### src/rtl/hazard_pkg.sv
// Shared types for the hazard scoreboard: latency classes of a destination
// write and the mapping from class to forwarding latency.
package hazard_pkg;

  typedef enum logic [1:0] {
    LAT_ALU,
    LAT_LOAD,
    LAT_MUL
  } lat_class_e;

  function automatic int lat_of(lat_class_e cls, int load_lat, int mul_lat);
    case (cls)
      LAT_LOAD: return load_lat;
      LAT_MUL:  return mul_lat;
      default:  return 0;
    endcase
  endfunction

endpackage

### src/rtl/hazard_cnt_cell.sv
// One countdown counter: a set load wins over the decrement, and the
// count otherwise decrements toward zero and holds there.
module hazard_cnt_cell #(
  parameter int CNT_W = 3
) (
  input  logic             clk,
  input  logic             rst_n,
  input  logic             set,
  input  logic [CNT_W-1:0] set_val,
  output logic [CNT_W-1:0] cnt
);

  always_ff @(posedge clk) begin
    if (!rst_n) begin
      cnt <= '0;
    end else if (set) begin
      cnt <= set_val;
    end else if (cnt != '0) begin
      cnt <= cnt - CNT_W'(1);
    end
  end

endmodule

### src/rtl/hazard_scoreboard.sv
// Register scoreboard and MDU busy tracker beside the ID stage; stalls PC and
// IF/ID and inserts an EX bubble while a source or the MDU is not yet ready.
module hazard_scoreboard
  import hazard_pkg::*;
#(
  parameter int REG_ADDR_W = 5,
  parameter int LOAD_LAT   = 1,
  parameter int MUL_LAT    = 4,
  parameter int PERF_W     = 32
) (
  input  logic                  clk,
  input  logic                  rst_n,
  input  logic                  id_valid,
  input  logic                  id_flush,
  input  logic [REG_ADDR_W-1:0] id_rs_addr,
  input  logic                  id_rs_used,
  input  logic [REG_ADDR_W-1:0] id_rt_addr,
  input  logic                  id_rt_used,
  input  logic [REG_ADDR_W-1:0] id_wr_addr,
  input  logic                  id_wr_en,
  input  logic                  id_is_load,
  input  logic                  id_is_mul,
  output logic                  convert_to_nop,
  output logic                  if_id_write,
  output logic                  pc_write,
  output logic [PERF_W-1:0]     stall_cycles
);

  localparam int NUM_REGS = 2 ** REG_ADDR_W;
  localparam int MAX_LAT  = (LOAD_LAT > MUL_LAT) ? LOAD_LAT : MUL_LAT;
  localparam int CNT_W    = $clog2(MAX_LAT + 1);

  logic [CNT_W-1:0] sb_cnt [NUM_REGS];
  logic [CNT_W-1:0] mdu_busy;
  logic [CNT_W-1:0] wr_set_val;
  lat_class_e       wr_class;
  logic             raw_hz;
  logic             struct_hz;
  logic             stall;
  logic             issue;

  // Hazards are judged on pre-update counts, so an instruction never waits on its own destination.
  always_comb begin
    raw_hz    = (id_rs_used && (id_rs_addr != '0) && (sb_cnt[id_rs_addr] != '0)) ||
                (id_rt_used && (id_rt_addr != '0) && (sb_cnt[id_rt_addr] != '0));
    struct_hz = id_is_mul && (mdu_busy != '0);
    stall     = id_valid && !id_flush && (raw_hz || struct_hz);
    issue     = id_valid && !id_flush && !stall;
  end

  always_comb begin
    if (id_is_load)     wr_class = LAT_LOAD;
    else if (id_is_mul) wr_class = LAT_MUL;
    else                wr_class = LAT_ALU;
    wr_set_val = CNT_W'(lat_of(wr_class, LOAD_LAT, MUL_LAT));
  end

  assign convert_to_nop = stall;
  assign if_id_write    = !stall;
  assign pc_write       = !stall;

  // $0 is hardwired, so it never gets a counter.
  assign sb_cnt[0] = '0;

  for (genvar r = 1; r < NUM_REGS; r++) begin : g_reg_cnt
    hazard_cnt_cell #(
      .CNT_W(CNT_W)
    ) u_cnt (
      .clk    (clk),
      .rst_n  (rst_n),
      .set    (issue && id_wr_en && (id_wr_addr == REG_ADDR_W'(r))),
      .set_val(wr_set_val),
      .cnt    (sb_cnt[r])
    );
  end

  hazard_cnt_cell #(
    .CNT_W(CNT_W)
  ) u_mdu_cnt (
    .clk    (clk),
    .rst_n  (rst_n),
    .set    (issue && id_is_mul),
    .set_val(CNT_W'(MUL_LAT)),
    .cnt    (mdu_busy)
  );

  always_ff @(posedge clk) begin
    if (!rst_n) begin
      stall_cycles <= '0;
    end else if (stall && (stall_cycles != '1)) begin
      stall_cycles <= stall_cycles + PERF_W'(1);
    end
  end

endmodule

### config.mk
export PLATFORM = sky130hd
export DESIGN_NAME = hazard_scoreboard
export DESIGN_NICKNAME = d
export VERILOG_FILES = /design/src/rtl/hazard_pkg.sv /design/src/rtl/hazard_cnt_cell.sv /design/src/rtl/hazard_scoreboard.sv
export SDC_FILE = /design/constraint.sdc
export NUM_CORES = 1
export LEC_CHECK = 0
export ABC_AREA = 1
export CELL_PAD_IN_SITES_DETAIL_PLACEMENT = 1
export CELL_PAD_IN_SITES_GLOBAL_PLACEMENT = 1
export CORE_MARGIN = 2
export CORE_UTILIZATION = 46
export CTS_CLUSTER_DIAMETER = 30
export DETAILED_ROUTE_END_ITERATION = 8
export DONT_BUFFER_PORTS = 1
export PLACE_DENSITY_LB_ADDON = 0.1
export SLEW_MARGIN = 20
export SYNTH_ARGS = -nofsm -noshare
export SYNTH_HDL_FRONTEND = slang
export SYNTH_SLANG_ARGS = --single-unit
### constraint.sdc
create_clock -name clk -period 2.28 [get_ports clk]
set_input_delay 0.342 -clock clk [delete_from_list [all_inputs] [get_ports clk]]
set_output_delay 0.342 -clock clk [all_outputs]
set_load 0.01 [all_outputs]
Yosys cells after proc, flatten, opt, wreduce, memory -nomap -nowiden:

Index checks and enable logic that the tools add are counted.

* add/sub/neg operators: 33
* order comparisons: 2
* equality and inequality tests: 34
* muxes and demuxes: 73
* bitwise logic cells: 3
* reduce and logical (&&, ||, !) cells: 115

Operators with widths (count)
* $mux 3: 68
* $reduce_bool 3->1: 34
* $sub 3x1->3 const B: 32
* $eq 5x5->1 const B: 16
* $reduce_bool 2->1: 32
* $logic_and 1x1->1: 42
* $eq 5x4->1 const B: 8
* $add 32x1->32 const B: 1
* $ne 32x32->1 const B: 1
* $bmux 3 s5: 2
* $eq 5x3->1 const B: 4
* $ge 6x6->1 const B: 2
* $not 5->6: 2
* $eq 5x2->1 const B: 2
* $reduce_bool 5->1: 2
* $pmux 3 s2: 1
* $eq 5x1->1 const B: 1
* $mux 2: 2
* $eq 2x1->1 const B: 1
* $eq 2x2->1 const B: 1
* $logic_not 1->1: 2
* $logic_or 1x1->1: 2
* $reduce_or 2->1: 1
* $not 1->1: 1

* register bits: 128
* bits of input ports: 24
* output and inout bits: 35
* logic and storage cells: 294

Logic depth before layout (Yosys ltp):

Gate-level depths: netlist (run 1).

* word-level depth: 14
* gate-level depth with buffers: 21
* mapped depth without buffers: 19

By module:

Synthesis (run 1) repeated with hierarchy kept, for this count alone.

* cells, all modules: 1805
* area total of the unflattened synthesis: 10055.9 µm²

By module, submodules not included
* hazard_cnt_cell: times used 32, cells an instance 33, area each 197.7 µm², sequential area each 60.1 µm²
* hazard_scoreboard: times used 1, cells an instance 749, area each 3729.8 µm², sequential area each 640.6 µm²

Worst setup path after synthesis (run 1):

No wires, ideal clock.

* path kind: input port to flip-flop
* from: input port id_rs_addr[1]
* to: register g_reg_cnt[22].u_cnt.cnt[0]
* library setup time: 0.111 ns
* arrival time: 1.949 ns
* data required time: 2.169 ns
* slack: 0.219 ns
* stages on the path: 19
* path buffers: 2
* path through: buf_4 -> inv_2 -> nor2_4 -> nand2_1 -> nand2_1 -> inv_1 -> nand2_1 -> nand2_1 -> nand3_1 -> nand3_1 -> nand3_1 -> nand2_2 -> inv_2 -> nand4_1 -> nor2_2 -> buf_4 -> nand3_1 -> nand2_1 -> nor2_1

* word-level cells in the longest chain between the ends: 14
* elaborated cells between the ends (all ways): 17
* those cells by class: mux: 4; bitwise: 1; reduce/logical: 12

RTL lines
* from (decl): RTL line hazard_scoreboard.sv:15 `input logic [REG_ADDR_W-1:0] id_rs_addr,`
* $not 5->6 (implied by the code): RTL line hazard_scoreboard.sv:44 `raw_hz = (id_rs_used && (id_rs_addr != '0) && (sb_cnt[id_rs_addr] != '0)) ||`
* $bmux 3 s5: RTL line hazard_scoreboard.sv:44
* $mux 3 (implied by the code) (2 in series): RTL line hazard_scoreboard.sv:44
* $reduce_bool 3->1: RTL line hazard_scoreboard.sv:44
* $logic_and 1x1->1 (*): RTL line hazard_scoreboard.sv:44
* $logic_or 1x1->1 (*): RTL line hazard_scoreboard.sv:44
* $logic_or 1x1->1 (*): RTL line hazard_scoreboard.sv:47 `stall = id_valid && !id_flush && (raw_hz || struct_hz);`
* $logic_and 1x1->1 (*): RTL line hazard_scoreboard.sv:47
* $logic_not 1->1 (*): RTL line hazard_scoreboard.sv:48 `issue = id_valid && !id_flush && !stall;`
* $logic_and 1x1->1 (*): RTL line hazard_scoreboard.sv:48
* $logic_and 1x1->1 (*) (2 in series): RTL line hazard_scoreboard.sv:71 `.set (issue && id_wr_en && (id_wr_addr == REG_ADDR_W'(r))),`
* $mux 3 or $reduce_bool 2->1 (tied branches)
* to (signal assigned): RTL line hazard_cnt_cell.sv:17 `cnt <= set_val;`
* to (signal assigned): RTL line hazard_cnt_cell.sv:19 `cnt <= cnt - CNT_W'(1);`
* to (decl): RTL line hazard_cnt_cell.sv:10 `output logic [CNT_W-1:0] cnt`

Every way passes the cells marked *; elsewhere a longest branch is shown, timed or not. The select of a mux whose other input is x is not followed.
A chain may end at the register's enable or synchronous reset.

Worst setup path after layout (run 1):

* from: register g_reg_cnt[11].u_cnt.cnt[0]
* to: register g_reg_cnt[20].u_cnt.cnt[0]

* word-level cells in the longest chain between the ends: 13
* elaborated cells between the ends (all ways): 19
* those cells by class: mux: 7; reduce/logical: 12

RTL lines (RTL line)
* from (decl): hazard_cnt_cell.sv:10
* from (signal assigned): hazard_cnt_cell.sv:17
* from (signal assigned): hazard_cnt_cell.sv:19
* $bmux 3 s5 (on tied branches): hazard_scoreboard.sv:44, hazard_scoreboard.sv:45
* $mux 3 (on tied branches) (2 in series): hazard_scoreboard.sv:44, hazard_scoreboard.sv:45
* $reduce_bool 3->1 (on tied branches): hazard_scoreboard.sv:44, hazard_scoreboard.sv:45
* $logic_and 1x1->1 (on tied branches): hazard_scoreboard.sv:44, hazard_scoreboard.sv:45
* $logic_or 1x1->1 (*): hazard_scoreboard.sv:44
* $logic_or 1x1->1 (*): hazard_scoreboard.sv:47
* $logic_and 1x1->1 (*): hazard_scoreboard.sv:47
* $logic_not 1->1 (*): hazard_scoreboard.sv:48
* $logic_and 1x1->1 (*): hazard_scoreboard.sv:48
* $logic_and 1x1->1 (*) (2 in series): hazard_scoreboard.sv:71
* $mux 3 or $reduce_bool 2->1 (tied branches)
* to (signal assigned): hazard_cnt_cell.sv:17
* to (signal assigned): hazard_cnt_cell.sv:19
* to (decl): hazard_cnt_cell.sv:10

Marks and branches as above.

==> results of run 1 <==
-- through the flow --
| step | utilization | instances | TNS [ns] |
|---|---|---|---|
| after floorplan | - | 1589 | 0 |
| after global placement | 0.498 | 1879 | 0 |
| after detailed placement | 0.498 | 1879 | -0.270 |
| after CTS | 0.544 | 1931 | -0.0706 |
| after global routing | 0.594 | 1973 | -28.33 |
| final | 0.594 | 1973 | -18.14 |
-- final timing paths --
kind | cells past startpoint | startpoint | to | slack, ns
worst min-delay path | 2 | rst_n | g_reg_cnt[15].u_cnt.cnt[0] | 0.01
worst min register to register | 2 | u_mdu_cnt.cnt[1] | u_mdu_cnt.cnt[1] | 0.50
worst max-delay path | 20 | g_reg_cnt[11].u_cnt.cnt[0] | g_reg_cnt[20].u_cnt.cnt[0] | -0.30
worst max register to register | 20 | g_reg_cnt[11].u_cnt.cnt[0] | g_reg_cnt[20].u_cnt.cnt[0] | -0.30
-- final cells by class --
class | instances | area [µm²] | share of cell area
multi-input cells | 1195 | 6810 | 0.547
flip-flops and latches | 128 | 2600 | 0.208
repair buffers | 130 | 1320 | 0.106
inverters | 213 | 807 | 0.0648
clock buffers | 18 | 439 | 0.0353
well taps | 275 | 344 | 0.0276
clock inverters | 14 | 146 | 0.0118
-- registers in the layout, summed over array words and instances, names as in the netlist --
name,cells
g_reg_cnt.u_cnt.cnt,93
stall_cycles,32
u_mdu_cnt.cnt,3
-- layer usage --
metal	wire length, µm	track usage	vias to the layer above
met4	2880	0.130	0
met2	20700	0.564	563
met1	17100	0.406	5607
met3	3290	0.0710	208
li1	-	-	5221
met5	0	0	-
-- critical path, delay by kind of cell, from the launching register on --
family,cells,cell delay (ns)
buffers and inverters,7,0.84
flip-flops,1,0.34
AND/OR/NAND/NOR,13,1.28
-- power by group --
| part | total, mW | switching (mW) | internal, mW | leakage [nW] |
|---|---|---|---|---|
| Combinational | 8.03 | 4.91 | 3.13 | 4.60 |
| Sequential | 3.60 | 0.581 | 3.01 | 1.06 |
| Clock | 2.86 | 1.29 | 1.57 | 0.288 |
| Total | 14.5 | 6.78 | 7.71 | 5.95 |
-- cell families after synthesis --
kind of cell    count (synthesis)
xor+xnor                       63
compound gates                195
simple gates                  872
flops                         128
fa+ha+maj                      65
buf+inv                       266
-- layout by cell type (no fill, tap or decap), types with 6 or more instances in the layout --
cell	netlist	layout
nand3b_1	12	12
a21oi_1	98	58
xor2_1	30	30
inv_1	192	153
o21ai_0	71	50
dfxtp_2	0	24
dfxtp_1	128	103
buf_12	0	10
nor2_4	4	12
o21ai_2	0	7
o21ai_1	18	32
nand4_4	7	9
buf_4	8	87
a21oi_2	1	40
buf_6	4	23
nand3_1	116	90
nor2_1	225	209
nor4_1	6	6
nor2_2	2	10
xnor2_1	33	33
nand4_1	19	19
clkbuf_16	0	21
nand2_2	6	39
nand2_1	451	401
nand2_4	0	14
inv_2	13	52
ha_1	65	65
nor3_1	18	17
nand3_2	2	24
-- timing repair --
item,4_1_cts,5_1_grt
gates cloned,1,7
setup buffers,19,35
setup endpoints to repair,9,116
gates resized for setup,94,211
pin swaps,25,48
==> results by group, run 1 <==
Outcome
  • Status: finished, violations left
  • Failing checks: negative setup slack

Pwr
  • Leakage power: 5.95 nW
  • PwrDens: 1160 mW/mm²
  • Worst vdd ir: 0.608 mV
  • Tot Pwr: 14.5 mW

Floorplan
  • DIE AREA: 0.0224 mm²
  • Core Region: 0.0210 mm²
  • I/O pin cnt: 59
  • Die Span X: 150 µm
  • Initial core utilization: 0.466
  • Row cnt: 53
  • Die Y: 150 µm

Synth
  • Yosys reg bits: 128
  • Synth Area in XOR/XNOR: 0.0565
  • Simple-gate share of the synthesized area: 0.385
  • Main combinational cell family by area after synthesis: simple AND/OR/NAND/NOR gates
  • Synth warn: 0
  • Post-synth EDFFs: 0
  • Synth unique cells: 33
  • Most frequent cell after synthesis: nand2_1
  • Mux cell area share after synthesis: 0
  • Fraction of registers with async set/reset: 0
  • Most frequent cells after synthesis: 451 x nand2_1, 225 x nor2_1, 192 x inv_1
  • Adder-cell share of the synthesized area: 0.0833
  • Synthesized instance count: 1,589
  • Sequential fraction of the synthesis area: 0.262
  • Post-synth net total: 1,678
  • Synth Cell Area: 0.00977 mm²
  • Cell accounting for the most synthesized area: dfxtp_1
  • Area fraction in compound gates after synthesis: 0.102
  • Synth Flop Type: dfxtp_1
  • Top post-synthesis cells by area: dfxtp_1 26%, nand2_1 17%, nor2_1 8.6%
  • Yosys top cell area share: 0.262
  • Syn Area/Cell: 6.15 µm²

Run
  • Max Cap Viol: 0

Timing
  • Fin crit share: 1.13
  • RSZ-0062 raised after global routing: true
  • Slew @ Worst Pin: 0.814 ns
  • Final setup margin: -0.303 ns
  • Worst clock skew: 0.0173 ns
  • Final hold slack: 0.0121 ns
  • Fmax achieved: 387 MHz
  • Final Hold Violating Endpoints: 0
  • Slew Viols, Final: 0
  • Final setup viols: 125
  • Rel. slew slack: 0.455
  • Tmin final: 2.58 ns

Clock network
  • Sink Count: 128
  • H-tree levels: 4
  • Clock-pin slew on the worst setup and hold paths: 0.07 ns
  • CTS max path bufs: 2
  • # hold bufs at CTS: 0
  • Clock Latency Late Sink: 0.46 ns
  • Root buffer cell: clkbuf_16
  • TritonCTS clock tree: built
  • Cts bufs inserted: 17

Cells and area
  • Area Overhead vs Synth: 27.5%
  • Number of inserted diodes: 0
  • Fillers: 2,819
  • Final Cell Area: 0.0125 mm²
  • Layout cells sized above 1: 0.240
  • NumNets Final: 1,774

Critical path
  • Crit path kind: flop to flop
  • Worst Setup End Kind: flop
  • CP cell instances: inv_1, nand3_1, nand2_1, nand4_1, nand2_1, nand3_1, nand3_1, nand2_2, inv_2, buf_4, nand3_4, nor2_4, buf_4, buf_8, buf_12, nand2_8, nand2_2, nand2_1, inv_1, nor2_1
  • Crit path DAT: 2.92 ns
  • CP Max Fanout: 5
  • WP data required: 2.62 ns
  • Worst path slowest cell: dfxtp_1
  • CP max stage delay: 0.34 ns
  • Critical Path Start Type: flop

Route
  • Avg WL per Cell: 22.3 µm
  • Routed wire length: 44,000 µm
  • DR iter-0 viols: 930
  • Vias: 11,599
  • Remaining DRCs: 0
  • Vias/cell: 5.88
  • Final ANT Viol Nets: 0
  • DR pass1 iterations: 5

Hold path
  • Hold Crit Class: input pin to flop

Placed design
  • Placed Area: 0.0104 mm²
  • PortBufs: 0
  • Global placer's final weighted congestion: 0.946
  • DP HPWL: 25,800 µm
  • Setup WS pre-CTS: -0.0603 ns

Global route
  • Initial antenna violation count: 0
  • Vias in the first global route: 10,898
  • Largest net degree at the start of global routing: 70
  • Wire length of the first global-routing pass: 57,600 µm
  • Gr usage total: 0.331
  • Total gr overflow: 0
Note: power is estimated with default switching activity, not from simulation.
==> run 2: changes to the inputs <==
--- a/config.mk
+++ b/config.mk
@@ -5,11 +5,10 @@
 export SDC_FILE = /design/constraint.sdc
 export NUM_CORES = 1
 export LEC_CHECK = 0
-export ABC_AREA = 1
 export CELL_PAD_IN_SITES_DETAIL_PLACEMENT = 1
 export CELL_PAD_IN_SITES_GLOBAL_PLACEMENT = 1
 export CORE_MARGIN = 2
-export CORE_UTILIZATION = 46
+export CORE_UTILIZATION = 49
 export CTS_CLUSTER_DIAMETER = 30
 export DETAILED_ROUTE_END_ITERATION = 8
 export DONT_BUFFER_PORTS = 1
==> constraint.sdc (replaced) <==
create_clock -name clk -period 2.28 [get_ports clk]
set_input_delay 0.684 -clock clk [delete_from_list [all_inputs] [get_ports clk]]
set_output_delay 0.684 -clock clk [all_outputs]
set_load 0.01 [all_outputs]
==> results by group, run 2 <==
Route
  • Vias/cell: 6.72 (was 5.88)
  • Avg WL per Cell: 30.4 µm (was 22.3 µm)
  • Remaining DRCs: 0 (unchanged)
  • DR iter-0 viols: 817 (was 930)
  • Routed wire length: 41,400 µm (was 44,000 µm)
  • Final ANT Viol Nets: 0 (unchanged)
  • DR pass1 iterations: 7 (was 5)
  • Vias: 9,159 (was 11,599)

Cells and area
  • Largest registers: g_reg_cnt.u_cnt.cnt x93, stall_cycles x32, u_mdu_cnt.cnt x3 (unchanged)
  • Post-Layout Cell Count: 1,362 (was 1,973)
  • Area Overhead vs Synth: 38.4% (was 27.5%)
  • Layout cells sized above 1: 0.367 (was 0.240)
  • Max FFs per register: 93 (unchanged)
  • Leading cell types in the layout, fill and taps excluded: 148 x buf_4, 110 x nand2_1, 95 x dfxtp_1, 79 x mux2i_1, 70 x inv_1 (was 401 x nand2_1, 209 x nor2_1, 153 x inv_1, 103 x dfxtp_1, 90 x nand3_1)
  • NumNets Final: 1,220 (was 1,774)
  • Biggest register: g_reg_cnt.u_cnt.cnt (unchanged)
  • Most common cell after layout, fill and taps aside: buf_4 (was nand2_1)
  • Number of inserted diodes: 0 (unchanged)

Critical path
  • CP Max Fanout: 4 (was 5)
  • FF-to-FF End: g_reg_cnt[15].u_cnt.cnt[2] (was g_reg_cnt[20].u_cnt.cnt[0])
  • Worst R2R Path Depth: 11 (was 20)
  • Crit path DAT: 2.61 ns (was 2.92 ns)
  • Worst Setup End Kind: output port (was flop)
  • Setup slack, reg-to-reg: -0.88 ns (was -0.30 ns)
  • Crit path kind: flop to output port (was flop to flop)
  • Reg-to-Reg Start: g_reg_cnt[30].u_cnt.cnt[2] (was g_reg_cnt[11].u_cnt.cnt[0])
  • Critical Path Start Type: flop (unchanged)
  • WP data required: 1.60 ns (was 2.62 ns)

Synth
  • Synth Cell Area: 0.00836 mm² (was 0.00977 mm²)
  • Synth unique cells: 52 (was 33)
  • Sequential fraction of the synthesis area: 0.306 (was 0.262)
  • Yosys top cell area share: 0.306 (was 0.262)
  • Synthesized instance count: 971 (was 1,589)
  • Most frequent cell after synthesis: dfxtp_1 (was nand2_1)
  • Cell accounting for the most synthesized area: dfxtp_1 (unchanged)
  • Fraction of registers with async set/reset: 0 (unchanged)
  • Most frequent cells after synthesis: 128 x dfxtp_1, 112 x nand2_1, 82 x mux2i_1 (was 451 x nand2_1, 225 x nor2_1, 192 x inv_1)
  • Post-synth EDFFs: 0 (unchanged)
  • Yosys reg bits: 128 (unchanged)
  • Post-synth net total: 1,060 (was 1,678)
  • Synth Flop Type: dfxtp_1 (unchanged)
  • Synth warn: 0 (unchanged)
  • Top post-synthesis cells by area: dfxtp_1 31%, mux2i_1 9.8%, ha_1 9.7% (was dfxtp_1 26%, nand2_1 17%, nor2_1 8.6%)
  • Syn Area/Cell: 8.61 µm² (was 6.15 µm²)

Global route
  • Initial antenna violation count: 0 (unchanged)
  • Gr usage total: 0.412 (was 0.331)
  • Largest net degree at the start of global routing: 116 (was 70)
  • Total gr overflow: 0 (unchanged)
  • Wire length of the first global-routing pass: 56,500 µm (was 57,600 µm)
  • Vias in the first global route: 9,942 (was 10,898)

Floorplan
  • DIE AREA: 0.0181 mm² (was 0.0224 mm²)
  • Die Y: 135 µm (was 150 µm)
  • Initial core utilization: 0.502 (was 0.466)
  • Die Span X: 135 µm (was 150 µm)
  • Core Region: 0.0166 mm² (was 0.0210 mm²)
  • I/O pin cnt: 59 (unchanged)
  • Row cnt: 47 (was 53)

Pwr
  • Leakage power: 4.80 nW (was 5.95 nW)
  • Tot Pwr: 16.7 mW (was 14.5 mW)
  • Worst vdd ir: 0.863 mV (was 0.608 mV)
  • PwrDens: 1450 mW/mm² (was 1160 mW/mm²)

Timing
  • Fmax achieved: 303 MHz (was 387 MHz)
  • Slew @ Worst Pin: 0.752 ns (was 0.814 ns)
  • Final setup viols: 131 (was 125)
  • Fin crit share: 1.45 (was 1.13)
  • Tmin final: 3.30 ns (was 2.58 ns)
  • Worst clock skew: 0.0131 ns (was 0.0173 ns)
  • Rel. slew slack: 0.495 (was 0.455)
  • RSZ-0062 raised after global routing: true (unchanged)
  • Slew Viols, Final: 0 (unchanged)
  • Final Hold Violating Endpoints: 0 (unchanged)
  • Final setup margin: -1.02 ns (was -0.303 ns)

Clock network
  • Clock-pin slew on the worst setup and hold paths: 0.06 ns (was 0.07 ns)
  • Cts bufs inserted: 17 (unchanged)
  • Clock Latency Late Sink: 0.45 ns (was 0.46 ns)
  • Root buffer cell: clkbuf_16 (unchanged)
  • Sink Count: 128 (unchanged)
  • TritonCTS clock tree: built (unchanged)
  • CTS max path bufs: 2 (unchanged)
  • H-tree levels: 4 (unchanged)

Outcome
  • Failing checks: negative setup slack (unchanged)
  • Status: finished, violations left (unchanged)

Placed design
  • PortBufs: 0 (unchanged)
  • Placed Cells: 1,314 (was 1,879)
  • DP HPWL: 20,400 µm (was 25,800 µm)
  • Global placer's final weighted congestion: 0.912 (was 0.946)

Run
  • Max Cap Viol: 0 (unchanged)

Hold path
  • Hold Crit Start: id_is_mul (was rst_n)
  • Hold Crit Class: input pin to flop (unchanged)
  • Hold worst-path end: u_mdu_cnt.cnt[2] (was g_reg_cnt[15].u_cnt.cnt[0])
  • WHS Path Cells: 2 (unchanged)
-- run 2: layout make-up --
class | count | area, µm²
Timing Repair Buffer | 181 | 1580
Sequential cell | 128 | 2610
Clock inverter | 6 | 80.1
Inverter | 73 | 282
Clock buffer | 24 | 502
Tap cell | 220 | 275
Fill cell | 1802 | 5070
Multi-Input combinational cell | 730 | 6250
-- run 2: logic make-up after synthesis --
group,count (synthesis),share of synthesized area
AND/OR/NAND/NOR,425,0.273
flip-flops,128,0.306
multiplexers,117,0.156
buffers and inverters,113,0.0572
AO/OA/AOI/OAI,91,0.0766
adder cells (fa/ha/maj),65,0.0973
XOR/XNOR,32,0.0335
-- run 2: how the worst max path moves through the flow --
stage / from / endpoint
3_3_place_gp: id_rt_addr[1] / g_reg_cnt[15].u_cnt.cnt[1]
4_1_cts: g_reg_cnt[22].u_cnt.cnt[1] / convert_to_nop
3_5_place_dp: id_rt_addr[1] / g_reg_cnt[15].u_cnt.cnt[0]
2_1_floorplan: id_rs_addr[0] / pc_write
6_report: g_reg_cnt[30].u_cnt.cnt[2] / convert_to_nop
5_1_grt: g_reg_cnt[30].u_cnt.cnt[2] / convert_to_nop
-- run 2: layer usage --
layer	vias to the layer above	wire length (µm)	global-route usage	part of all wire
met3	294	3340	0.109	0.081
li1	3737	-	-	-
met5	-	0	0	0
met2	695	20100	0.743	0.49
met4	0	3330	0.232	0.081
met1	4433	14500	0.432	0.35
-- run 2: repair_timing --
| item | 4_1_cts | 5_1_grt |
|---|---|---|
| hold buffers | 0 | 0 |
| gates cloned | 4 | 0 |
| setup buffers | 13 | 10 |
| endpoints found under the setup margin | 131 | 131 |
| pin swaps | 25 | 14 |
| resized for setup | 126 | 77 |
-- run 2: metrics by stage --
stage / util / setup TNS (ns) / setup WS [ns] / hold WS, ns / instance area (µm²)
2_1_floorplan: - / -38.41 / -0.692 / 0.471 / 8730
3_3_place_gp: 0.601 / -68.11 / -0.708 / 0.484 / 10000
3_5_place_dp: 0.601 / -74.16 / -0.777 / 0.502 / 10000
4_1_cts: 0.676 / -43.20 / -0.804 / 0.405 / 11300
5_1_grt: 0.696 / -76.29 / -0.985 / 0.405 / 11600
6_report: 0.696 / -79.54 / -1.02 / 0.397 / 11600
-- run 2: critical path, stage by stage (launching register included) --
cell,delay (ns)
dfxtp_1,0.33
nor3_1,0.48
buf_4,0.24
o32ai_1,0.08
nor2b_1,0.18
o311ai_4,0.37
o221ai_4,0.23
nand2_4,0.19
inv_2,0.07
-- run 2: power by group --
part           total (mW)  switching [mW]  internal [mW]
registers            3.74           0.695           3.05
logic                10.1            5.61           4.51
clock network        2.88            1.14           1.74
==> run 3: changes to the inputs <==
--- a/config.mk
+++ b/config.mk
@@ -8,12 +8,14 @@
 export CELL_PAD_IN_SITES_DETAIL_PLACEMENT = 1
 export CELL_PAD_IN_SITES_GLOBAL_PLACEMENT = 1
 export CORE_MARGIN = 2
-export CORE_UTILIZATION = 49
+export CORE_UTILIZATION = 50
 export CTS_CLUSTER_DIAMETER = 30
 export DETAILED_ROUTE_END_ITERATION = 8
 export DONT_BUFFER_PORTS = 1
+export GPL_ROUTABILITY_DRIVEN = 0
 export PLACE_DENSITY_LB_ADDON = 0.1
 export SLEW_MARGIN = 20
 export SYNTH_ARGS = -nofsm -noshare
 export SYNTH_HDL_FRONTEND = slang
+export SYNTH_HIERARCHICAL = 1
 export SYNTH_SLANG_ARGS = --single-unit
==> results by group, run 3 <==
Outcome
  • Status: aborted with a tool error (was finished, violations left)
  • Stop stage: clock tree synthesis (4_1_cts)
  • First Error: [ERROR DPL-0033] detailed placement checks failed during check placement.

Clock network
  • H-tree levels: 4 (unchanged)
  • Postcts setup bufs: 56 (was 13)
  • Sink Count: 128 (unchanged)
  • CTS max path bufs: 2 (unchanged)
  • Cts bufs inserted: 17 (unchanged)
  • Post-cts resize count: 191 (was 126)
  • # hold bufs at CTS: 0 (unchanged)
  • Root buffer cell: clkbuf_16 (unchanged)

Synth
  • Synthesized instance count: 1,079 (was 971)
  • Sequential fraction of the synthesis area: 0.269 (was 0.306)
  • Top post-synthesis cells by area: dfxtp_1 27%, ha_1 8.5%, a2111oi_1 6.7% (was dfxtp_1 31%, mux2i_1 9.8%, ha_1 9.7%)
  • Most frequent cell after synthesis: dfxtp_1 (unchanged)
  • Synth Cell Area: 0.00954 mm² (was 0.00836 mm²)
  • Yosys top cell area share: 0.269 (was 0.306)
  • Post-synth EDFFs: 0 (unchanged)
  • Synth Flop Type: dfxtp_1 (unchanged)
  • Synth warn: 6 (was 0)
  • Fraction of registers with async set/reset: 0 (unchanged)
  • Yosys reg bits: 128 (unchanged)
  • Syn Area/Cell: 8.84 µm² (was 8.61 µm²)
  • Cell accounting for the most synthesized area: dfxtp_1 (unchanged)
  • Most frequent cells after synthesis: 128 x dfxtp_1, 104 x inv_1, 99 x nor2b_1 (was 128 x dfxtp_1, 112 x nand2_1, 82 x mux2i_1)
  • Synth unique cells: 56 (was 52)

Floorplan
  • Die Y: 142 µm (was 135 µm)
  • Initial core utilization: 0.510 (was 0.502)
  • Die Span X: 142 µm (was 135 µm)
  • I/O pin cnt: 59 (unchanged)
  • Row cnt: 50 (was 47)

Placed design
  • DP HPWL: 21,800 µm (was 20,400 µm)
  • PortBufs: 0 (unchanged)
run 3: cell count changes after synthesis, moves of 50 or more:
| cell | change |
|---|---|
| nor2b_2 | +64 |
| nand2_1 | -79 |
| mux2i_1 | -71 |
| a2111oi_1 | +64 |
| nor2b_1 | +91 |
| nor4b_1 | +64 |
| nor2_1 | -50 |
run 3: cells by family after synthesis:
group	share of synthesized area
AOI/OAI and AO/OA	0.165
adders and majority gates	0.0853
buffers and inverters	0.0620
DFF	0.269
muxes	0.0186
other	0.000787
and+or+nand+nor	0.400
run 3: per-stage QoR:
step	cells	hold WS (ns)	cell area [µm²]	worst slack, ns	setup TNS (ns)
2_1_floorplan	1111	0.494	9970	-1.03	-106.11
3_3_place_gp	1515	0.515	11600	-1.13	-125.39
3_5_place_dp	1515	0.528	11600	-1.28	-135.70
==> run 4: changes to the inputs <==
--- a/config.mk
+++ b/config.mk
@@ -5,15 +5,12 @@
 export SDC_FILE = /design/constraint.sdc
 export NUM_CORES = 1
 export LEC_CHECK = 0
-export CELL_PAD_IN_SITES_DETAIL_PLACEMENT = 1
-export CELL_PAD_IN_SITES_GLOBAL_PLACEMENT = 1
 export CORE_MARGIN = 2
-export CORE_UTILIZATION = 50
-export CTS_CLUSTER_DIAMETER = 30
+export CORE_UTILIZATION = 40
 export DETAILED_ROUTE_END_ITERATION = 8
 export DONT_BUFFER_PORTS = 1
 export GPL_ROUTABILITY_DRIVEN = 0
-export PLACE_DENSITY_LB_ADDON = 0.1
+export PLACE_DENSITY_LB_ADDON = 0.15
 export SLEW_MARGIN = 20
 export SYNTH_ARGS = -nofsm -noshare
 export SYNTH_HDL_FRONTEND = slang
==> results by group, run 4 <==
Route
  • Vias/cell: 5.37
  • Routed wire length: 28,300 µm
  • Remaining DRCs: 0
  • DR pass1 iterations: 5
  • Avg WL per Cell: 16.7 µm
  • Vias: 9,088
  • Final ANT Viol Nets: 0
  • DR iter-0 viols: 498

Timing
  • Fin crit share: 1.46
  • Fmax achieved: 300 MHz
  • Rel. slew slack: 0.556
  • Final Hold Violating Endpoints: 0
  • Final setup viols: 131
  • RSZ-0062 raised after global routing: true
  • Worst clock skew: 0.0141 ns
  • Final setup margin: -1.05 ns
  • Final TNS setup: -107.63 ns
  • Slew Viols, Final: 0
  • Slew @ Worst Pin: 0.664 ns
  • Final hold slack: 0.411 ns
  • Tmin final: 3.33 ns

Critical path
  • Worst R2R Path Depth: 15
  • Critical Path Start Type: flop
  • CP Max Fanout: 8
  • Crit path kind: flop to flop
  • Setup slack, reg-to-reg: -1.05 ns
  • Worst Setup End Kind: flop
  • WP data required: 2.59 ns
  • Crit path DAT: 3.64 ns

Floorplan
  • Core Region: 0.0235 mm²
  • I/O pin cnt: 59 (unchanged)
  • Die Y: 158 µm (was 142 µm)
  • Row cnt: 56 (was 50)
  • Initial core utilization: 0.406 (was 0.510)
  • DIE AREA: 0.0251 mm²
  • Die Span X: 158 µm (was 142 µm)

Hold path
  • Hold Crit Class: input pin to flop
  • WHS Path Cells: 1

Synth
  • Synth Cell Area: 0.00954 mm² (unchanged)
  • Synthesized instance count: 1,079 (unchanged)
  • Yosys top cell area share: 0.269 (unchanged)
  • Most frequent cells after synthesis: 128 x dfxtp_1, 104 x inv_1, 99 x nor2b_1 (unchanged)
  • Yosys reg bits: 128 (unchanged)
  • Synth warn: 6 (unchanged)
  • Sequential fraction of the synthesis area: 0.269 (unchanged)
  • Synth unique cells: 56 (unchanged)
  • Fraction of registers with async set/reset: 0 (unchanged)
  • Cell accounting for the most synthesized area: dfxtp_1 (unchanged)
  • Syn Area/Cell: 8.84 µm² (unchanged)
  • Most frequent cell after synthesis: dfxtp_1 (unchanged)
  • Top post-synthesis cells by area: dfxtp_1 27%, ha_1 8.5%, a2111oi_1 6.7% (unchanged)
  • Post-synth EDFFs: 0 (unchanged)
  • Synth Flop Type: dfxtp_1 (unchanged)

Pwr
  • Leakage power: 5.77 nW
  • PwrDens: 1070 mW/mm²
  • Tot Pwr: 15.2 mW
  • Worst vdd ir: 0.581 mV

Placed design
  • PortBufs: 0 (unchanged)
  • DP HPWL: 18,400 µm (was 21,800 µm)
  • Placed Cells: 1,597 (was 1,515)
  • Placed Area: 0.0117 mm² (was 0.0116 mm²)
  • Setup WS pre-CTS: -1.21 ns (was -1.28 ns)

Global route
  • Wire length of the first global-routing pass: 43,000 µm
  • Vias in the first global route: 8,519
  • Initial antenna violation count: 0
  • Gr usage total: 0.217
  • Largest net degree at the start of global routing: 89
  • Total gr overflow: 0

Cells and area
  • Largest registers: g_reg_cnt.u_cnt/cnt x93, stall_cycles x32, u_mdu_cnt/cnt x3
  • Biggest register: g_reg_cnt.u_cnt/cnt
  • Post-Layout Cell Count: 1,691
  • Number of inserted diodes: 0
  • Area Overhead vs Synth: 48.7%
  • Max FFs per register: 93
  • Most common cell after layout, fill and taps aside: buf_4
  • Leading cell types in the layout, fill and taps excluded: 217 x buf_4, 112 x dfxtp_1, 103 x inv_1, 80 x nor2b_1, 65 x ha_1
  • NumNets Final: 1,448
  • Final Cell Area: 0.0142 mm²
  • Layout cells sized above 1: 0.397
  • Final core occ: 0.604

Clock network
  • H-tree levels: 4 (unchanged)
  • Root buffer cell: clkbuf_16 (unchanged)
  • Clock Latency Late Sink: 0.42 ns
  • TritonCTS clock tree: built
  • CTS max path bufs: 2 (unchanged)
  • Clock-pin slew on the worst setup and hold paths: 0.07 ns
  • Cts bufs inserted: 17 (unchanged)
  • Sink Count: 128 (unchanged)

Outcome
  • Failing checks: negative setup slack
  • Status: finished, violations left (was aborted with a tool error)

Run
  • Max Cap Viol: 0
==> run 4: final timing paths <==
kind,startpoint,to
worst max-delay path,g_reg_cnt[23].u_cnt/cnt[2],g_reg_cnt[21].u_cnt/cnt[0]
worst min-delay path,rst_n,g_reg_cnt[21].u_cnt/cnt[2]
worst min register to register,stall_cycles[23],stall_cycles[23]
worst max register to register,g_reg_cnt[23].u_cnt/cnt[2],g_reg_cnt[21].u_cnt/cnt[0]
==> run 4: repair_timing <==
action,4_1_cts,5_1_grt
endpoints found under the setup margin,131,131
setup buffers,21,39
gates resized for setup,67,183
cloned,4,3
pin swaps,73,97
hold buffers,0,0
==> run 4: cell families (layout without fill, tap and decap cells) <==
family / Yosys count / in the layout / share of synthesized area
AOI/OAI and AO/OA: 181 / 181 / 0.165
DFF: 128 / 128 / 0.269
adders and majority gates: 65 / 65 / 0.0853
buffers and inverters: 140 / 401 / 0.0620
other: 2 / 34 / 0.000787
and+or+nand+nor: 549 / 549 / 0.400
muxes: 14 / 14 / 0.0186
==> run 4: where the power goes <==
part           leakage [nW]  total [mW]  internal, mW  switching [mW]
combinational          4.44        8.90          4.83            4.08
sequential             1.06        3.56          3.03           0.530
clock                 0.275        2.74          1.54            1.20
==> run 4: layout make-up <==
| type | instances | area (µm²) |
|---|---|---|
| Multi-Input combinational cell | 843 | 7870 |
| Clock inverter | 15 | 150 |
| Fill cell | 1964 | 9290 |
| Inverter | 105 | 397 |
| Sequential cell | 128 | 2580 |
| Timing Repair Buffer | 264 | 2360 |
| Clock buffer | 17 | 425 |
| Tap cell | 319 | 399 |
==> run 4: worst max-delay path: stages, from the launching register on <==
cell	delay, ns
dfxtp_1	0.33
buf_4	0.16
nor2_1	0.17
a21oi_1	0.10
a2111oi_0	0.41
nor3_1	0.14
o21a_1	0.23
a311oi_4	0.28
buf_6	0.17
nand4_4	0.09
buf_12	0.18
buf_12	0.13
nor3_4	0.28
buf_4	0.17
nor2b_1	0.04
a2111oi_1	0.32
==> run 4: metal layers <==
layer	routed length, µm	up-vias	part of all wire	global-route usage
met2	14300	127	0.51	0.382
met4	343	0	0.012	0.0463
met1	12500	4353	0.44	0.274
li1	-	4582	-	-
met3	1150	26	0.041	0.0444
met5	0	-	0	0
